===== config.mk =====
export PLATFORM = sky130hd
export DESIGN_NAME = regfile_wr_arbiter
export DESIGN_NICKNAME = d
export VERILOG_FILES = /design/src/rtl/regfile_wr_arbiter.sv
export SDC_FILE = /design/constraint.sdc
export NUM_CORES = 1
export LEC_CHECK = 0
export ABC_AREA = 1
export CORE_MARGIN = 3
export CORE_UTILIZATION = 38
export DETAILED_ROUTE_END_ITERATION = 10
export GPL_ROUTABILITY_DRIVEN = 0
export HOLD_SLACK_MARGIN = 0.02
export PLACE_DENSITY = 0.86
export SLEW_MARGIN = 5
export SYNTH_ARGS = -nofsm -noshare
export SYNTH_HDL_FRONTEND = slang
export SYNTH_SLANG_ARGS = --single-unit

===== constraint.sdc =====
create_clock -name clk -period 2.2 [get_ports clk]
set_input_delay 0.33 -clock clk [delete_from_list [all_inputs] [get_ports clk]]
set_output_delay 0.33 -clock clk [all_outputs]
set_load 0.02 [all_outputs]

===== src/rtl/regfile_wr_arbiter.sv =====
// Round-robin arbiter sharing the register-file write port between the ALU and
// the load unit, with a registered write port and a per-register busy scoreboard.
module regfile_wr_arbiter #(
  parameter int DATA_W = 32,
  parameter int ADDR_W = 5
) (
  input  logic                 clk,
  input  logic                 rst,
  input  logic                 req0_valid,
  input  logic [ADDR_W-1:0]    req0_addr,
  input  logic [DATA_W-1:0]    req0_data,
  output logic                 req0_ready,
  input  logic                 req1_valid,
  input  logic [ADDR_W-1:0]    req1_addr,
  input  logic [DATA_W-1:0]    req1_data,
  output logic                 req1_ready,
  input  logic                 wr_hold,
  input  logic                 rsv_valid,
  input  logic [ADDR_W-1:0]    rsv_addr,
  input  logic [ADDR_W-1:0]    rd1_addr,
  input  logic [ADDR_W-1:0]    rd2_addr,
  output logic                 wr_en,
  output logic [ADDR_W-1:0]    wr_addr,
  output logic [DATA_W-1:0]    wr_data,
  output logic                 rd1_busy,
  output logic                 rd2_busy,
  output logic [2**ADDR_W-1:0] busy_mask
);

  localparam int NREG = 2**ADDR_W;

  logic              last_grant;
  logic              grant0;
  logic              grant1;
  logic              accept;
  logic [ADDR_W-1:0] sel_addr;
  logic [DATA_W-1:0] sel_data;
  logic [NREG-1:0]   busy_nxt;

  // last_grant resets to 1 so source 0 wins the first tie.
  always_comb begin
    grant0 = 1'b0;
    grant1 = 1'b0;
    if (!wr_hold) begin
      if (req0_valid && req1_valid) begin
        grant0 = last_grant;
        grant1 = !last_grant;
      end else begin
        grant0 = req0_valid;
        grant1 = req1_valid;
      end
    end
  end

  assign req0_ready = grant0;
  assign req1_ready = grant1;
  assign accept     = grant0 || grant1;
  assign sel_addr   = grant1 ? req1_addr : req0_addr;
  assign sel_data   = grant1 ? req1_data : req0_data;

  always_ff @(posedge clk or posedge rst) begin
    if (rst) begin
      wr_en      <= 1'b0;
      wr_addr    <= '0;
      wr_data    <= '0;
      last_grant <= 1'b1;
    end else begin
      wr_en <= accept && (sel_addr != '0);
      if (accept) begin
        wr_addr    <= sel_addr;
        wr_data    <= sel_data;
        last_grant <= grant1;
      end
    end
  end

  // Clear applies first so a same-edge reservation of the written register wins.
  always_comb begin
    busy_nxt = busy_mask;
    if (wr_en)
      busy_nxt[wr_addr] = 1'b0;
    if (rsv_valid)
      busy_nxt[rsv_addr] = 1'b1;
    busy_nxt[0] = 1'b0;
  end

  always_ff @(posedge clk or posedge rst) begin
    if (rst)
      busy_mask <= '0;
    else
      busy_mask <= busy_nxt;
  end

  assign rd1_busy = busy_mask[rd1_addr];
  assign rd2_busy = busy_mask[rd2_addr];

endmodule


==> results of run 1 <==
## flip-flops by register name, indices dropped and copies added (netlist names)
| name | flops |
|---|---|
| last_grant | 1 |
| wr_data | 32 |
| busy_mask | 31 |
| wr_en | 1 |
| wr_addr | 5 |
## logic make-up after synthesis
group | Yosys count | share of synthesized area [%]
simple gates | 312 | 36.4
other cells | 1 | 0.0999
flops | 70 | 46.7
buf+inv | 55 | 7.53
compound gates | 69 | 9.26
## cell usage after synthesis, drive strengths merged
library cell	n
nor2	3
dfstp	1
inv	31
nand3	138
or2	1
conb	1
buf	24
dfrtp	69
nand2	169
o21ai	68
nand3b	1
o211ai	1
## repair_timing
item | CTS | global route
hold endpoints to repair | 0 | 0
setup endpoints to repair | 2 | 2
resized for setup | 5 | 6
## metal layers
| layer | part of all wire (%) | GRT usage (%) | wire length (um) |
|---|---|---|---|
| met1 | 36 | 28.2 | 4760 |
| met2 | 49 | 40.0 | 6430 |
| met3 | 13 | 7.47 | 1650 |
| met4 | 1.8 | 7.03 | 232 |
| met5 | 0 | 0 | 0 |
## critical path: stages
cell,delay [ps]
clkdlybuf4s50_1,530
buf_4,180
nand3_1,100
nand3_1,90
nand3_1,70
nand2_1,70
nand2_1,40
nand2_1,70
clkdlybuf4s15_2,260
## layout make-up
cell class	instances	area (um^2)	share of cell area [%]
well taps	129	161	2.78
inverters	31	121	2.09
repair buffers	179	1800	31.0
multi-input cells	382	1720	29.6
flip-flops and latches	70	1750	30.2
clock inverters	6	109	1.88
clock buffers	10	138	2.37
## where the power goes
group          internal [mW]  total [mW]  leakage [nW]  switching [mW]
logic                   1.17        2.50          1.68            1.34
clock network          0.782        1.26         0.126           0.473
registers               1.69        2.15         0.804           0.459
total                   3.64        5.91          2.61            2.27
## how the worst max path moves through the flow
| stage | startpoint | end |
|---|---|---|
| 2_1_floorplan | rst | busy_mask[10] |
| 5_1_grt | rd2_addr[1] | rd2_busy |
| 4_1_cts | rd2_addr[0] | rd2_busy |
| 3_5_place_dp | rd1_addr[0] | rd1_busy |
| 6_report | rd2_addr[1] | rd2_busy |
| 3_3_place_gp | rd2_addr[0] | rd2_busy |
==> summary.md, run 1 <==
| Metric | Value |
|---|---|
| Run status | `finished, final reports clean` |
| Max Fclk | `485 MHz` |
| Mean routed wirelength per cell | `16.2 um` |
| Worst Reg-to-Reg Cells | `7` |
| Commonest cells after routing, fill and taps aside | `nand2_1 (168), clkdlybuf4s50_1 (163), nand3_1 (138)` |
| Reg-to-Reg Start | `last_grant` |
| Number of inserted filler cells in the final layout | `775` |
| H-tree depth reported by CTS | `3` |
| Final hold violation count | `0` |
| Worst flop-to-flop path endpoint | `wr_addr[4]` |
| Cell Count Post-Placement | `791` |
| Width of the die | `105 um` |
| Area leader, netlist | `dfrtp_1` |
| Static leakage power | `2.61 nW` |
| Largest net degree at the start of global routing | `71` |
| Worst vdd rail ir drop | `0.000485 V` |
| RSZ-0062 raised after global routing | `false` |
| Fraction of final layout cells with drive strength greater than 1 | `6.19%` |
| Fin Hold WS | `367 ps` |
| Endpoint required time on the critical path | `1870 ps` |
| Total of max-cap violations | `0` |
| # IOs | `169` |
| Utilization of the core after routing | `61.6%` |
| Total Power Consumption | `5.91 mW` |
| Floorplan die area | `0.0111 mm^2` |
| Effective utilization at floorplan | `39.9%` |
| Detailed placer's ending HPWL | `10000 um` |
| CP arrival | `1730 ps` |
| DRC violations left | `0` |
| CTS tree | `built` |
| Area after detailed placement | `0.00555 mm^2` |
| Number of buffers created by CTS | `9` |
| Maximum clock insertion buffer count | `2` |
| Placement Setup Slack | `-358 ps` |
| Total via count after detailed routing | `4378` |
| Gate Count Post-Synth | `507` |
| Synth top area cells | `dfrtp_1 (46%), nand3_1 (18%), nand2_1 (17%)` |
| Remaining Overflow, GRT | `0` |
| Syn_area_per_cell | `7.41 um^2` |
| Cell at the root of the clock tree | `clkbuf_8` |
| Least setup slack across all paths after layout | `138 ps` |
| Top-area cell type share of the netlist area | `46.0%` |
| Via-per-instance ratio | `5.43` |
| Most frequent standard cell in the layout excluding fill and tap cells | `nand2_1` |
| Final wirelength | `13100 um` |
| Area growth from synthesis to layout | `54.5%` |
| Power per standard cell area | `1020 mW/mm^2` |
| Synthesized flop and latch total | `70` |
| Sequential area share after synthesis | `46.7%` |
| Clock insertion delay at the later pin of the skew report | `340 ps` |
| Post-CTS repair timing setup buffer count | `0` |
| Number of distinct library cell variants in the gate-level netlist after synthesis | `19` |
| Fin nets | `768` |
| Shortest clock period the worst path allows after layout | `2060 ps` |
| Mapped Nets | `602` |
| Floorplan Core Area | `0.00942 mm^2` |
| Tightest Hold Check Type | `in2async` |
| Crit share post-route | `93.7%` |
| Worst Path Max Fanout | `8` |
| Cts-stage hold buffer count | `0` |
| Count of warnings emitted by yosys | `0` |
| Final cell area excluding filler cells | `0.00580 mm^2` |
| Register clock-pin slew on the reported worst setup and hold paths | `80 ps` |
| Initial antenna violation count | `0` |
| Worst Setup Start Kind | `input port` |
| Critical Setup Path Class | `in2out` |
| ANT cells | `0` |
| Non-filler instance count after layout | `807` |
| Max Clock Skew | `11.7 ps` |
| Register-to-register path setup slack | `570 ps` |
| Number of iterations in the first detailed-routing pass | `6` |
| Antenna-violating nets left | `0` |
| Die span in y | `105 um` |
| Setup TNS after final layout | `0 ps` |
| Clock tree sinks | `70` |
| Number of failing setup endpoints in the final timing report | `0` |
| Cell area after synthesis | `0.00375 mm^2` |
| Initial drt markers | `336` |
| Number of buffers inserted by port buffering | `167` |
| Global-route wire length before repair | `21400 um` |
| Core Rows | `35` |
| Number of pins with negative max-slew slack in the final report | `0` |
| Overall track demand over capacity in global routing | `23.4%` |
| Crit path capture type | `primary output` |
| Vias in the first global route | `4392` |
(Power assumes the default switching activity.)
==> run 2, diff against run 1 <==
--- a/config.mk
+++ b/config.mk
@@ -7,11 +7,12 @@
 export LEC_CHECK = 0
 export ABC_AREA = 1
 export CORE_MARGIN = 3
-export CORE_UTILIZATION = 38
+export CORE_UTILIZATION = 39
+export CTS_BUF_LIST = sky130_fd_sc_hd__clkbuf_8
 export DETAILED_ROUTE_END_ITERATION = 10
 export GPL_ROUTABILITY_DRIVEN = 0
 export HOLD_SLACK_MARGIN = 0.02
-export PLACE_DENSITY = 0.86
+export PLACE_DENSITY = 0.88
 export SLEW_MARGIN = 5
 export SYNTH_ARGS = -nofsm -noshare
 export SYNTH_HDL_FRONTEND = slang
==> summary.md, run 2 (synthesis gave the netlist of run 1 again) <==
| Metric | Value |
|---|---|
| Run status | `finished, final reports clean` |
| Most frequent standard cell in the layout excluding fill and tap cells | `nand2_1` |
| Power per standard cell area | `972 mW/mm^2` |
| Tightest Hold Check Type | `in2async` |
| Total of max-cap violations | `0` |
| DRC violations left | `0` |
| Shortest clock period the worst path allows after layout | `2120 ps` |
| Overall track demand over capacity in global routing | `23.9%` |
| Total via count after detailed routing | `4298` |
| Fraction of final layout cells with drive strength greater than 1 | `5.62%` |
| Clock insertion delay at the later pin of the skew report | `350 ps` |
| Commonest cells after routing, fill and taps aside | `nand2_1 (168), clkdlybuf4s50_1 (163), nand3_1 (138)` |
| Fin nets | `767` |
| Sw Ratio | `41.4%` |
| Internal power component | `3.26 mW` |
| Cell at the root of the clock tree | `clkbuf_8` |
| Die span in y | `104 um` |
| Clock tree sinks | `70` |
| Final wirelength | `13000 um` |
| Number of failing setup endpoints in the final timing report | `0` |
| Cell family with most CP delay | `buffers and inverters` |
| Vias in the first global route | `4246` |
| Effective utilization at floorplan | `40.4%` |
| Core Rows | `35` |
| Largest net degree at the start of global routing | `71` |
| WP buf/inv | `3` |
| Final hold violation count | `0` |
| Worst Setup Start Kind | `input port` |
| Biggest regs | `wr_data x32, busy_mask x31, wr_addr x5` |
| Initial antenna violation count | `0` |
| Maximum clock insertion buffer count | `2` |
| Static leakage power | `2.55 nW` |
| Switching component of the power | `2.30 mW` |
| Post-CTS repair timing setup buffer count | `0` |
| Final cell area excluding filler cells | `0.00572 mm^2` |
| Register clock-pin slew on the reported worst setup and hold paths | `80 ps` |
| Number of buffers inserted by port buffering | `167` |
| Via-per-instance ratio | `5.34` |
| Antenna-violating nets left | `0` |
| Worst Path Max Fanout | `5` |
| Remaining Overflow, GRT | `0` |
| Floorplan die area | `0.0108 mm^2` |
| CP arrival | `1790 ps` |
| RSZ-0062 raised after global routing | `true` |
| Number of buffers created by CTS | `9` |
| Slowest Stage Delay on Critical Path | `620 ps` |
| Largest register FFs | `32` |
| Max Fclk | `471 MHz` |
| Number of pins with negative max-slew slack in the final report | `0` |
| Global-route wire length before repair | `20900 um` |
| Total Power Consumption | `5.56 mW` |
| Initial drt markers | `321` |
| Floorplan Core Area | `0.00928 mm^2` |
| Area growth from synthesis to layout | `52.3%` |
| Clock network fraction of design power | `15.9%` |
| Max Clock Skew | `11.4 ps` |
| Reg with most FFs | `wr_data` |
| Crit share post-route | `96.5%` |
| Detailed placer's ending HPWL | `9970 um` |
| Number of iterations in the first detailed-routing pass | `5` |
| Setup TNS after final layout | `0 ps` |
| Critical Setup Path Class | `in2out` |
| Cell breakdown of the critical path | `clkdlybuf4s50_1 > inv_1 > nand3_1 > nand2_1 > nand2_1 > nand2_1 > nand2_1 > nand2_1 > dlygate4sd2_1` |
| Mean routed wirelength per cell | `16.1 um` |
| Relative contribution of sequential cells to total power | `39.0%` |
| H-tree depth reported by CTS | `3` |
| Endpoint required time on the critical path | `1870 ps` |
| Crit path capture type | `primary output` |
| # IOs | `169` |
| Fraction of power consumed by combinational cells | `45.2%` |
| CTS tree | `built` |
| Dominant cell type by count on the critical path | `nand2_1` |
| Worst vdd rail ir drop | `0.000385 V` |
| Width of the die | `104 um` |
| Master of the slowest instance on the critical path | `clkdlybuf4s50_1` |
| ANT cells | `0` |
| Area after detailed placement | `0.00556 mm^2` |
run 2: timing repair:
action | 4_1_cts | 5_1_grt
endpoints found under the hold margin | 0 | 0
hold buffers | 0 | 0
setup endpoints to repair | 2 | 2
gates resized for setup | 4 | 2
run 2: worst paths after layout:
check / from / endpoint / slack (ps) / cells after the start
max: rd1_addr[2] / rd1_busy / 80 / 9
min: rst / busy_mask[2] / 370 / 3
max reg2reg: last_grant / wr_en / 620 / 10
min reg2reg: wr_data[30] / wr_data[30] / 520 / 2
max in group asynchronous: rst / last_grant / 1490 / 3
min in group clk: wr_data[30] / wr_data[30] / 520 / 2
run 2: routing by layer:
metal  track usage [%]  routed length [um]  share of wire [%]
met1              28.6                4870                 38
met2              40.0                6220                 48
met3              7.57                1610                 12
met4              9.59                 276                2.1
met5                 0                   0                  0
run 2: through the flow:
step	hold WS [ps]	setup slack, ps	std cells	util (%)
final	373	77.6	805	61.6
after global placement	495	-307	790	59.9
after detailed placement	501	-339	790	59.9
after floorplan	463	103	507	-
after CTS	374	75.0	805	61.6
after global routing	391	-16.7	805	61.6
run 2: final cells by class:
type | instances | area [um^2]
Fill cell | 772 | 3570
Timing Repair Buffer | 178 | 1800
Sequential cell | 70 | 1750
Multi-Input combinational cell | 382 | 1720
Tap cell | 129 | 161
Clock buffer | 9 | 124
Inverter | 31 | 121
Clock inverter | 6 | 40.0
run 2: tightest hold or removal path, delay by kind of cell:
kind	cells	cell delay (ps)
buf+inv	3	800
run 2: power groups by stage:
stage,Clock [mW],Combinational [mW],Sequential [mW]
final,0.882,2.51,2.17
after global routing,0.957,2.69,2.21
after CTS,0.894,2.51,2.14
after detailed placement,0,2.51,2.16
after global placement,0,2.43,2.14
after floorplan,0,0.760,2.50
==> run 3, diff against run 2 <==
--- a/config.mk
+++ b/config.mk
@@ -6,6 +6,7 @@
 export NUM_CORES = 1
 export LEC_CHECK = 0
 export ABC_AREA = 1
+export CAP_MARGIN = 10
 export CORE_MARGIN = 3
 export CORE_UTILIZATION = 39
 export CTS_BUF_LIST = sky130_fd_sc_hd__clkbuf_8
==> results of run 3 <==
No change in the layout: final DEF, timing and power equal those of run 2.
==> variant, RTL diff (config.mk and constraints of run 2) <==
The parameter `ADDR_W` goes from 5 to 4.
--- a/src/rtl/regfile_wr_arbiter.sv
+++ b/src/rtl/regfile_wr_arbiter.sv
@@ -2,7 +2,7 @@
 // the load unit, with a registered write port and a per-register busy scoreboard.
 module regfile_wr_arbiter #(
   parameter int DATA_W = 32,
-  parameter int ADDR_W = 5
+  parameter int ADDR_W = 4
 ) (
   input  logic                 clk,
   input  logic                 rst,
Interface: changed (7 resized); port bits go from 169 to 147. The function was not compared with the original's and may differ.
==> variant against run 2 <==
Area after synthesis is 24% lower. Global-route usage is 2.5 points lower. Power is 37% lower. Final area is 22% lower. Die area is 23% lower. Cell count is 24% lower. Routed wire length is 30% lower. Sequential power is 36% lower. Sequential cell count is 17 lower. Setup slack worse by 5.7 ps. Clock skew is 5.7 ps lower. Critical path depth is 1 lower.
==> variant: results (changes against run 2) <==
post-synthesis sequential area ratio 46.60% (-0.088 points); vias in the first global route 3096 (-27%); DRT iter0 DRCs 146 (-55%); Max rail drop VDD 0.3441 mV (-11%); Total GRT Usage 21.43% (-2.5 points); Static Leakage 1.970 nW (-23%); HPWL after DPL 7.151 mm (-28%); Max stage delay on crit path 580 ps (-40 ps); share of cells above drive strength 1 5.803% (+0.18 points); CP Max Fanout 6 (+1); YS warnings 0 (unchanged); Synth top cells by count 115 x nand2_1, 52 x dfrtp_1, 37 x inv_1, 34 x nand3_1, 34 x nor2_1; largest net degree at the start of global routing 42 (-41%); Final Hold Viols 0 (unchanged); FILL cells 566 (-27%); status finished clean; vias 3173 (-26%); dpl ws -124.7 ps (+214.8 ps); Unique masters post-synth 22 (+3); Clock Skew 5.741 ps (-5.698 ps); H-Tree Depth 2 (-1); PortBufs 145 (-13%); total CTS buffers 5 (-4); syn nets 463 (-23%); TritonRoute pass-1 iters 6 (+1); post-synthesis compound-gate area fraction 15.55% (+6.3 points); clk_lat worst skew 300 ps (-50 ps); main area contributors after synthesis dfrtp_1 46%, nand2_1 15%, nand3_1 6.0%; final net count 607 (-21%); DR WL/cell 14.75 µm (-8.5%)
## variant: cell types whose count changed in the layout (fill, tap and decap cells not counted), moves of 20 or more
| cell | before | now |
|---|---|---|
| a31oi_1 | 0 | 26 |
| clkdlybuf4s50_1 | 163 | 143 |
| nand2_1 | 168 | 115 |
| nand3_1 | 138 | 34 |
| nor2_1 | 2 | 34 |
| o21ai_0 | 63 | 28 |
## variant: what timing repair did
action / 4_1_cts / 5_1_grt
setup endpoints to repair: 2 / 0
gates resized for setup: 2 / 0
hold buffers: 0 / 0
## variant: cell type report
cell class	count	area [µm²]	area share [%]
clock buffer	6	82.58	1.850
sequential	53	1328	29.74
timing repair buffer	154	1529	34.26
clock inverter	1	3.754	0.08410
tap	96	120.1	2.691
inverter	40	150.1	3.364
multi-input combinational	263	1250	28.01
## variant: per-layer routing
layer	GRT usage (%)	vias up	wire (µm)
li1	-	1509	-
met1	23.37	1482	3343
met2	38.41	169	4590
met3	8.119	13	969
met4	6.156	0	140
met5	0	-	0
## variant: final timing paths
kind                        startpoint    endpoint  cells after the start  slack [ps]
max                        rd1_addr[0]    rd1_busy                      8          70
min                                rst  wr_data[6]                      2         240
max reg2reg                 last_grant       wr_en                      8         580
min reg2reg                 last_grant  last_grant                      2         540
max in group asynchronous          rst  last_grant                      3        1370
min in group clk            last_grant  last_grant                      2         540
## variant: power by group
part / switching, mW / total (mW) / leakage [nW] / internal (mW)
clock: 0.302 / 0.548 / 0.0485 / 0.246
combinational: 0.821 / 1.55 / 1.33 / 0.724
sequential: 0.187 / 1.38 / 0.593 / 1.20
## variant: metrics by stage
step	power, mW	cells	cell area, µm²
6_report	3.476	613	4463
5_1_grt	3.674	613	4463
4_1_cts	3.483	613	4463
3_5_place_dp	2.944	606	4379
3_3_place_gp	2.890	606	4379
2_1_floorplan	2.120	373	2849
